File: src/rtl/rst_req_seq_if.sv
// Handshake and status bundle for the reset-request sequencer.
// master = requester / reset consumer side, slave = the sequencer itself.
interface rst_req_seq_if;
    logic req;
    logic ack;
    logic wdog_kick;
    logic rst_out_n;
    logic busy;
    logic done;
    logic wdog_fired;

    modport master (
        output req, wdog_kick,
        input  ack, rst_out_n, busy, done, wdog_fired
    );

    modport slave (
        input  req, wdog_kick,
        output ack, rst_out_n, busy, done, wdog_fired
    );
endinterface

File: src/rtl/rst_req_seq.sv
// Reset-request sequencer: accepts a soft-reset request (req/ack), drives a
// stretched registered active-low reset, waits a settle window, pulses done.
// Optional watchdog source enabled by defining RST_REQ_SEQ_WDOG_EN.
// The single counter is shared: hold/settle count in ASSERT/SETTLE, watchdog
// idle count in IDLE (held at 0 there when the watchdog is compiled out).
module rst_req_seq #(
    parameter int CNT_W         = 16,
    parameter int HOLD_CYCLES   = 16,
    parameter int SETTLE_CYCLES = 4,
    parameter int WDOG_CYCLES   = 1024
) (
    input  logic         clock,
    input  logic         reset_n,
    rst_req_seq_if.slave bus
);

    localparam longint CNT_MAX = (longint'(1) << CNT_W) - 1;

    if (CNT_W < 1 || CNT_W > 31) begin : g_bad_cnt_w
        $error("rst_req_seq: CNT_W out of range");
    end
    if (HOLD_CYCLES < 1 || HOLD_CYCLES > CNT_MAX) begin : g_bad_hold
        $error("rst_req_seq: HOLD_CYCLES out of range");
    end
    if (SETTLE_CYCLES < 1 || SETTLE_CYCLES > CNT_MAX) begin : g_bad_settle
        $error("rst_req_seq: SETTLE_CYCLES out of range");
    end
    if (WDOG_CYCLES < 2 || WDOG_CYCLES > CNT_MAX) begin : g_bad_wdog
        $error("rst_req_seq: WDOG_CYCLES out of range");
    end

    localparam logic [CNT_W-1:0] HOLD_LAST   = CNT_W'(HOLD_CYCLES - 1);
    localparam logic [CNT_W-1:0] SETTLE_LAST = CNT_W'(SETTLE_CYCLES - 1);
`ifdef RST_REQ_SEQ_WDOG_EN
    localparam logic [CNT_W-1:0] WDOG_LAST   = CNT_W'(WDOG_CYCLES - 1);
`endif

    typedef enum logic [1:0] {IDLE, ASSERT, SETTLE} state_t;

    state_t           state, state_d;
    logic [CNT_W-1:0] cnt, cnt_d;
    logic             start_req, start_wdog;
    logic             rst_out_n, busy, ack, done;
    logic             rst_out_n_d, busy_d, ack_d, done_d;

    // State, counter and registered outputs; reset lands in ASSERT so a
    // power-on reset gets the same stretch as a soft request.
    always_ff @(posedge clock or negedge reset_n) begin
        if (!reset_n) begin
            state     <= ASSERT;
            cnt       <= '0;
            rst_out_n <= 1'b0;
            busy      <= 1'b1;
            ack       <= 1'b0;
            done      <= 1'b0;
        end else begin
            state     <= state_d;
            cnt       <= cnt_d;
            rst_out_n <= rst_out_n_d;
            busy      <= busy_d;
            ack       <= ack_d;
            done      <= done_d;
        end
    end

    // Next state and counter; req beats watchdog expiry, kick beats expiry.
    always_comb begin
        state_d    = state;
        cnt_d      = cnt;
        start_req  = 1'b0;
        start_wdog = 1'b0;
        case (state)
            IDLE: begin
                cnt_d = '0;
                if (bus.req) begin
                    start_req = 1'b1;
                    state_d   = ASSERT;
                end
`ifdef RST_REQ_SEQ_WDOG_EN
                else if (bus.wdog_kick) begin
                    cnt_d = '0;
                end else if (cnt == WDOG_LAST) begin
                    start_wdog = 1'b1;
                    state_d    = ASSERT;
                end else begin
                    cnt_d = cnt + 1'b1;
                end
`endif
            end
            ASSERT: begin
                if (cnt == HOLD_LAST) begin
                    state_d = SETTLE;
                    cnt_d   = '0;
                end else begin
                    cnt_d = cnt + 1'b1;
                end
            end
            SETTLE: begin
                if (cnt == SETTLE_LAST) begin
                    state_d = IDLE;
                    cnt_d   = '0;
                end else begin
                    cnt_d = cnt + 1'b1;
                end
            end
            default: begin
                state_d = ASSERT;
                cnt_d   = '0;
            end
        endcase
    end

    // Output values for the next cycle, derived from the transition taken.
    always_comb begin
        rst_out_n_d = (state_d != ASSERT);
        busy_d      = (state_d != IDLE);
        ack_d       = start_req;
        done_d      = (state == SETTLE) && (state_d == IDLE);
    end

`ifdef RST_REQ_SEQ_WDOG_EN
    logic wdog_fired;

    // Sticky source flag: set by a watchdog start, cleared by an accepted req.
    always_ff @(posedge clock or negedge reset_n) begin
        if (!reset_n)        wdog_fired <= 1'b0;
        else if (start_req)  wdog_fired <= 1'b0;
        else if (start_wdog) wdog_fired <= 1'b1;
    end

    assign bus.wdog_fired = wdog_fired;
`else
    logic unused_kick;
    assign unused_kick    = bus.wdog_kick ^ start_wdog;
    assign bus.wdog_fired = 1'b0;
`endif

    assign bus.rst_out_n = rst_out_n;
    assign bus.busy      = busy;
    assign bus.ack       = ack;
    assign bus.done      = done;

endmodule

File: src/flat_wrapper.sv
// flat-port wrapper written by rule: the top's interface ports become plain ports
module rst_req_seq_flat 
#(
    parameter int CNT_W         = 16,
    parameter int HOLD_CYCLES   = 16,
    parameter int SETTLE_CYCLES = 4,
    parameter int WDOG_CYCLES   = 1024
)
  (clock, reset_n, bus_req, bus_wdog_kick, bus_ack, bus_rst_out_n, bus_busy, bus_done, bus_wdog_fired);
  rst_req_seq_if bus_i ();
  input  logic clock;
  input  logic reset_n;
  input wire logic [$bits(bus_i.req)-1:0] bus_req;
  input wire logic [$bits(bus_i.wdog_kick)-1:0] bus_wdog_kick;
  output wire logic [$bits(bus_i.ack)-1:0] bus_ack;
  output wire logic [$bits(bus_i.rst_out_n)-1:0] bus_rst_out_n;
  output wire logic [$bits(bus_i.busy)-1:0] bus_busy;
  output wire logic [$bits(bus_i.done)-1:0] bus_done;
  output wire logic [$bits(bus_i.wdog_fired)-1:0] bus_wdog_fired;
  assign bus_i.req = bus_req;
  assign bus_i.wdog_kick = bus_wdog_kick;
  assign bus_ack = bus_i.ack;
  assign bus_rst_out_n = bus_i.rst_out_n;
  assign bus_busy = bus_i.busy;
  assign bus_done = bus_i.done;
  assign bus_wdog_fired = bus_i.wdog_fired;
  rst_req_seq #(.CNT_W(CNT_W), .HOLD_CYCLES(HOLD_CYCLES), .SETTLE_CYCLES(SETTLE_CYCLES), .WDOG_CYCLES(WDOG_CYCLES)) u_core (.clock(clock), .reset_n(reset_n), .bus(bus_i));
endmodule
File: config.mk
export PLATFORM = sky130hd
export DESIGN_NAME = rst_req_seq_flat
export DESIGN_NICKNAME = d
export VERILOG_FILES = /design/src/rtl/rst_req_seq_if.sv /design/src/rtl/rst_req_seq.sv /design/src/flat_wrapper.sv
export SDC_FILE = /design/constraint.sdc
export NUM_CORES = 1
export LEC_CHECK = 0
export BUFFER_PORTS_ARGS = -buffer_cell sky130_fd_sc_hd__buf_2
export CAP_MARGIN = 40
export CORE_ASPECT_RATIO = 0.75
export CORE_MARGIN = 8
export CORE_UTILIZATION = 60
export DETAILED_ROUTE_END_ITERATION = 8
export PLACE_DENSITY = 0.8
export SETUP_SLACK_MARGIN = 0.02
export SYNTH_ARGS = -nofsm -noshare
export SYNTH_HDL_FRONTEND = slang
export SYNTH_SLANG_ARGS = --single-unit
File: constraint.sdc
create_clock -name clock -period 3.54 [get_ports clock]
set_clock_uncertainty 0.2 [all_clocks]
set_input_delay 0.531 -clock clock [delete_from_list [all_inputs] [get_ports clock]]
set_output_delay 0.531 -clock clock [all_outputs]
set_load 0.01 [all_outputs]
Word level (Yosys, flattened, before mapping)
Cells that the tools add are included.

cells by class
  add/subtract/negate cells = 1
  equal/unequal tests = 5
  multiplexer cells = 9
  reduce and logical (&&, ||, !) cells = 4

operator list
  cell                                                              number
  16-bit two-way mux                                                2
  16-bit case mux with 2 select lines                               1
  16-bit by 1-bit adder with 16-bit output, second input constant   1
  16-bit by 2-bit == test with 1-bit output, second input constant  1
  16-bit by 4-bit == test with 1-bit output, second input constant  1
  2-bit two-way mux                                                 3
  2-bit case mux with 3 select lines                                1
  2-bit zero test                                                   2
  2-bit by 1-bit == test with 1-bit output, second input constant   1
  2-bit == test, second input constant                              1
  1-bit two-way mux                                                 2
  2-bit by 1-bit != test with 1-bit output, second input constant   1
  2-bit nonzero test                                                1
  1-bit logical AND                                                 1

storage, ports and cells
  register bits after elaboration = 22
  output and inout bits = 5
  word-level logic and storage cells = 25

Longest topological paths before layout
  depth in word-level cells = 5
  gate-level depth with buffers = 8

Worst setup path after synthesis
No wires, ideal clock.

  kind = reg2reg
  start point = register u_core.cnt[0]
  end point = register u_core.done, in the netlist u_core.bus.done
  library setup time = 130 ps
  data arrival time = 1,615 ps
  required time = 3,210 ps
  setup slack = 1,596 ps
  cell stages (with the launch flop) = 7
  buffers on the path = 0
  clock period less this slack = 1,944 ps
  cell sequence = dfrtp_1 > ha_1 > nor3b_1 > nand4_1 > a221oi_1 > or4_4 > nor3b_2

between the ends
  longest elaborated chain between the ends = 5
  elaborated cells on any way between the ends = 7

RTL lines
  what                                                                                                    RTL line                              source
  start, declared                                                                                         rst_req_seq.sv:41                     logic [CNT_W-1:0] cnt, cnt_d;
  start signal, assigned                                                                                  rst_req_seq.sv:58                     cnt <= cnt_d;
  16-bit by 2-bit == test with 1-bit output or 16-bit by 4-bit == test with 1-bit output (tied branches)  rst_req_seq.sv:99, rst_req_seq.sv:91
  2-bit two-way mux (on tied branches)                                                                    rst_req_seq.sv:99, rst_req_seq.sv:91
  2-bit case mux with 3 select lines (*)                                                                  rst_req_seq.sv:72                     case (state)
  2-bit zero test (*)                                                                                     rst_req_seq.sv:118                    done_d = (state == SETTLE) && (state_d == IDLE);
  1-bit logical AND (*)                                                                                   rst_req_seq.sv:118
  named net u_core.done_d                                                                                 rst_req_seq.sv:44                     logic rst_out_n_d, busy_d, ack_d, done_d;
  end signal, assigned                                                                                    rst_req_seq.sv:62                     done <= done_d;
  end, declared                                                                                           rst_req_seq.sv:43                     logic rst_out_n, busy, ack, done;

The timed path passes the listed nets; every way through them passes the cells marked *.

Final worst setup path
  start point = register u_core.cnt[0]
  end point = register u_core.cnt[9]

between the ends
  longest elaborated chain between the ends = 3
  elaborated cells on any way between the ends = 6

RTL lines
  what                                                                    RTL line
  16-bit by 1-bit adder with 16-bit output, or another cell as far along  rst_req_seq.sv:95, rst_req_seq.sv:103
  16-bit two-way mux (on tied branches)                                   rst_req_seq.sv:99, rst_req_seq.sv:91
  16-bit case mux with 2 select lines (*)                                 rst_req_seq.sv:72
  named net u_core.cnt_d[9]                                               rst_req_seq.sv:41

Marks and branches as above.

==> impl_metrics.toml <==
[outcome]
outcome = "finished clean"

[synthesis]
yosysSeqAreaShare = 0.490
syn_area_um2 = 1130
synthCells = 107
yosysTopAreaCell = "dfrtp_1"
ys.warnings.count = 0
syn-num-nets = 116
synth_seq_cells = 22
synth_top_cell_area_share = 0.443
synth.area.top_cells = "dfrtp_1 (44%), nor2_1 (7.0%), xor2_1 (6.2%)"
syn_avg_cell_area_um2 = 10.5
synth.distinct_cells = 26

[setup_path]
regToRegStartpoint = "u_core.cnt[0]"
cp-end-kind = "register"
r2r_cells = 6
regToRegSetupSlack_ns = 1.29
cp_data_arrival_time_ns = 2.23
path_max_fanout = 16
r2r_end = "u_core.cnt[9]"
crit_required_ns = 3.51
cp-startpoint = "u_core.cnt[0]"
crit_end = "u_core.cnt[9]"
startpoint_type = "register"
critPathKind = "register to register"

[clocking]
insertion_delay_ns = 0.30
htreeDepth = 1
clockBufferDepth = 2
cts_tree = "done"
cts_buffers = 3
clk_pin_slew_ns = 0.11
cts_sinks = 22
cts_resized = 0
root_buffer = "clkbuf_4"

[power_and_ir_drop]
power.density_nw_per_um2 = 463
cellLeakagePower_nw = 0.538
ir_worst_vdd_mv = 0.398

[floorplan]
ios = 9
dieArea_um2 = 3540
initial_core_util = 0.642
coreArea_um2 = 1760
die_h_um = 53.6
rows = 13
die_w_um = 66.1

[drt]
wl_met3_um = 120
wl_per_cell_um = 14.2
drtAntennaViolNets = 0
vias_per_cell = 5.68
dr.pass1.iters = 6
drc = 0
met2WireLength_um = 936
vias = 773
m1WireLength_um = 861
initialDrtViolationCount = 22
top_layer = "met4"
drt_wl_total_um = 1930

[sta]
tns_ns = 0
setup_viol = 0
worst_pin_slew_ns = 0.599
fin_crit_ns = 2.25
fmax_mhz = 444
slew_headroom = 0.600
finalCritPeriodShare = 0.636
hold_slack_ns = 0.282
rsz0062_at_grt = "no"
hold_violations = 0
slew_viol_final = 0

[global_routing]
grt_overflow = 0
grt_antenna_before_repair = 0
grt_pass1_wl_um = 3460
grt_pass1_vias = 815
grt_max_degree = 23
grt_util_all_layers = 0.127

[cells_and_area]
utilization = 0.679
final_common_cell = "nor2_1"
final_cell_mix = "nor2_1 (21), dfrtp_1 (20), xor2_1 (8)"
nNetsFinal = 125
n_antenna_cell = 0
areaGrowthSynthToFinish_pct = 5.65
drive_above_1_share = 0.140

[placement]
dp_hpwl_um = 1410
gp_congestion = 0.857
io_buffers = 6

[min_path]
hp-class = "input port to register"

[flow_run]
max-cap-violations = 0
==> per-stage QoR <==
step | std cells | cell area [um2] | setup WS [ns] | total power, mW
2_1_floorplan | 107 | 1130 | 1.60 | 0.423
3_3_place_gp | 132 | 1160 | 1.34 | 0.442
3_5_place_dp | 132 | 1160 | 1.31 | 0.451
4_1_cts | 136 | 1190 | 1.27 | 0.560
5_1_grt | 136 | 1190 | 1.05 | 0.598
6_report | 136 | 1190 | 1.29 | 0.552
==> synthesized netlist by cell type <==
cell      number
nor2_1        21
dfrtp_1       20
xor2_1         8
inv_1          7
nand3_1        7
xnor2_1        6
ha_1           5
nand2_1        4
nand4_1        4
nor3_1         3
nor4_4         3
and3_1         2
buf_4          2
dfstp_2        2
nand2b_1       2
a21oi_1        1
a221oi_1       1
a22oi_1        1
a41oi_1        1
and2_1         1
and4_1         1
buf_6          1
conb_1         1
nor3b_1        1
nor3b_2        1
or4_4          1
==> worst max-delay path, stage by stage, from the launching register on <==
cell and delay, ns:
dfrtp_1 0.41, ha_1 0.24, nor3b_1 0.24, nand4_1 0.15, a22oi_1 0.25, nand2b_1 0.52, nor2_1 0.11
==> cell families (layout without fill, tap and decap cells) <==
kind of cell             after synthesis  in the layout  synth area share
AND/OR/NAND/NOR                       51             51             0.269
flip-flops                            22             22             0.490
XOR/XNOR                              14             14             0.109
buffers and inverters                 10             17            0.0466
adder cells (fa/ha/maj)                5              5            0.0554
AO/OA/AOI/OAI                          4              4            0.0266
other                                  1              1           0.00332
==> metal layers <==
metal  vias to the layer above  GRT usage
met5                         -          0
met1                       384      0.151
met2                        16      0.205
li1                        371          -
met4                         0     0.0424
met3                         2     0.0559
==> final cells by class <==
class,instances,area (um2)
Multi-Input combinational cell,75,523
Inverter,7,26.3
Fill cell,134,564
Sequential cell,22,553
Clock buffer,3,22.5
Timing Repair Buffer,7,40.0
Tap cell,22,27.5
==> registers in the layout (all words and copies together) (netlist names) <==
signal                count
u_core.cnt               16
u_core.state              2
u_core.bus.ack            1
u_core.bus.busy           1
u_core.bus.done           1
u_core.bus.rst_out_n      1
==> what timing repair did <==
item / CTS / global route
hold endpoints to repair: 20 / 0
hold buffers: 1 / 0
buffers inserted: 0 / 0
==> worst min-delay path by stage <==
stage	cells past startpoint	slack, ns	from	end
2_1_floorplan	0	0.04	reset_n	u_core.bus.ack
3_3_place_gp	1	0.28	u_core.cnt[0]	u_core.cnt[0]
3_5_place_dp	1	0.29	u_core.cnt[0]	u_core.cnt[0]
4_1_cts	2	0.27	bus_req	u_core.bus.ack
5_1_grt	2	0.29	bus_req	u_core.bus.ack
6_report	2	0.28	bus_req	u_core.bus.ack
==> report_power, final <==
part           internal (mW)  leakage [nW]  total (mW)  switching (mW)
logic                 0.0476         0.228       0.137          0.0891
registers              0.289         0.296       0.307          0.0183
clock network         0.0397        0.0138       0.108          0.0688
total                  0.376         0.538       0.552           0.176
Power figures use the tool's default switching activity.
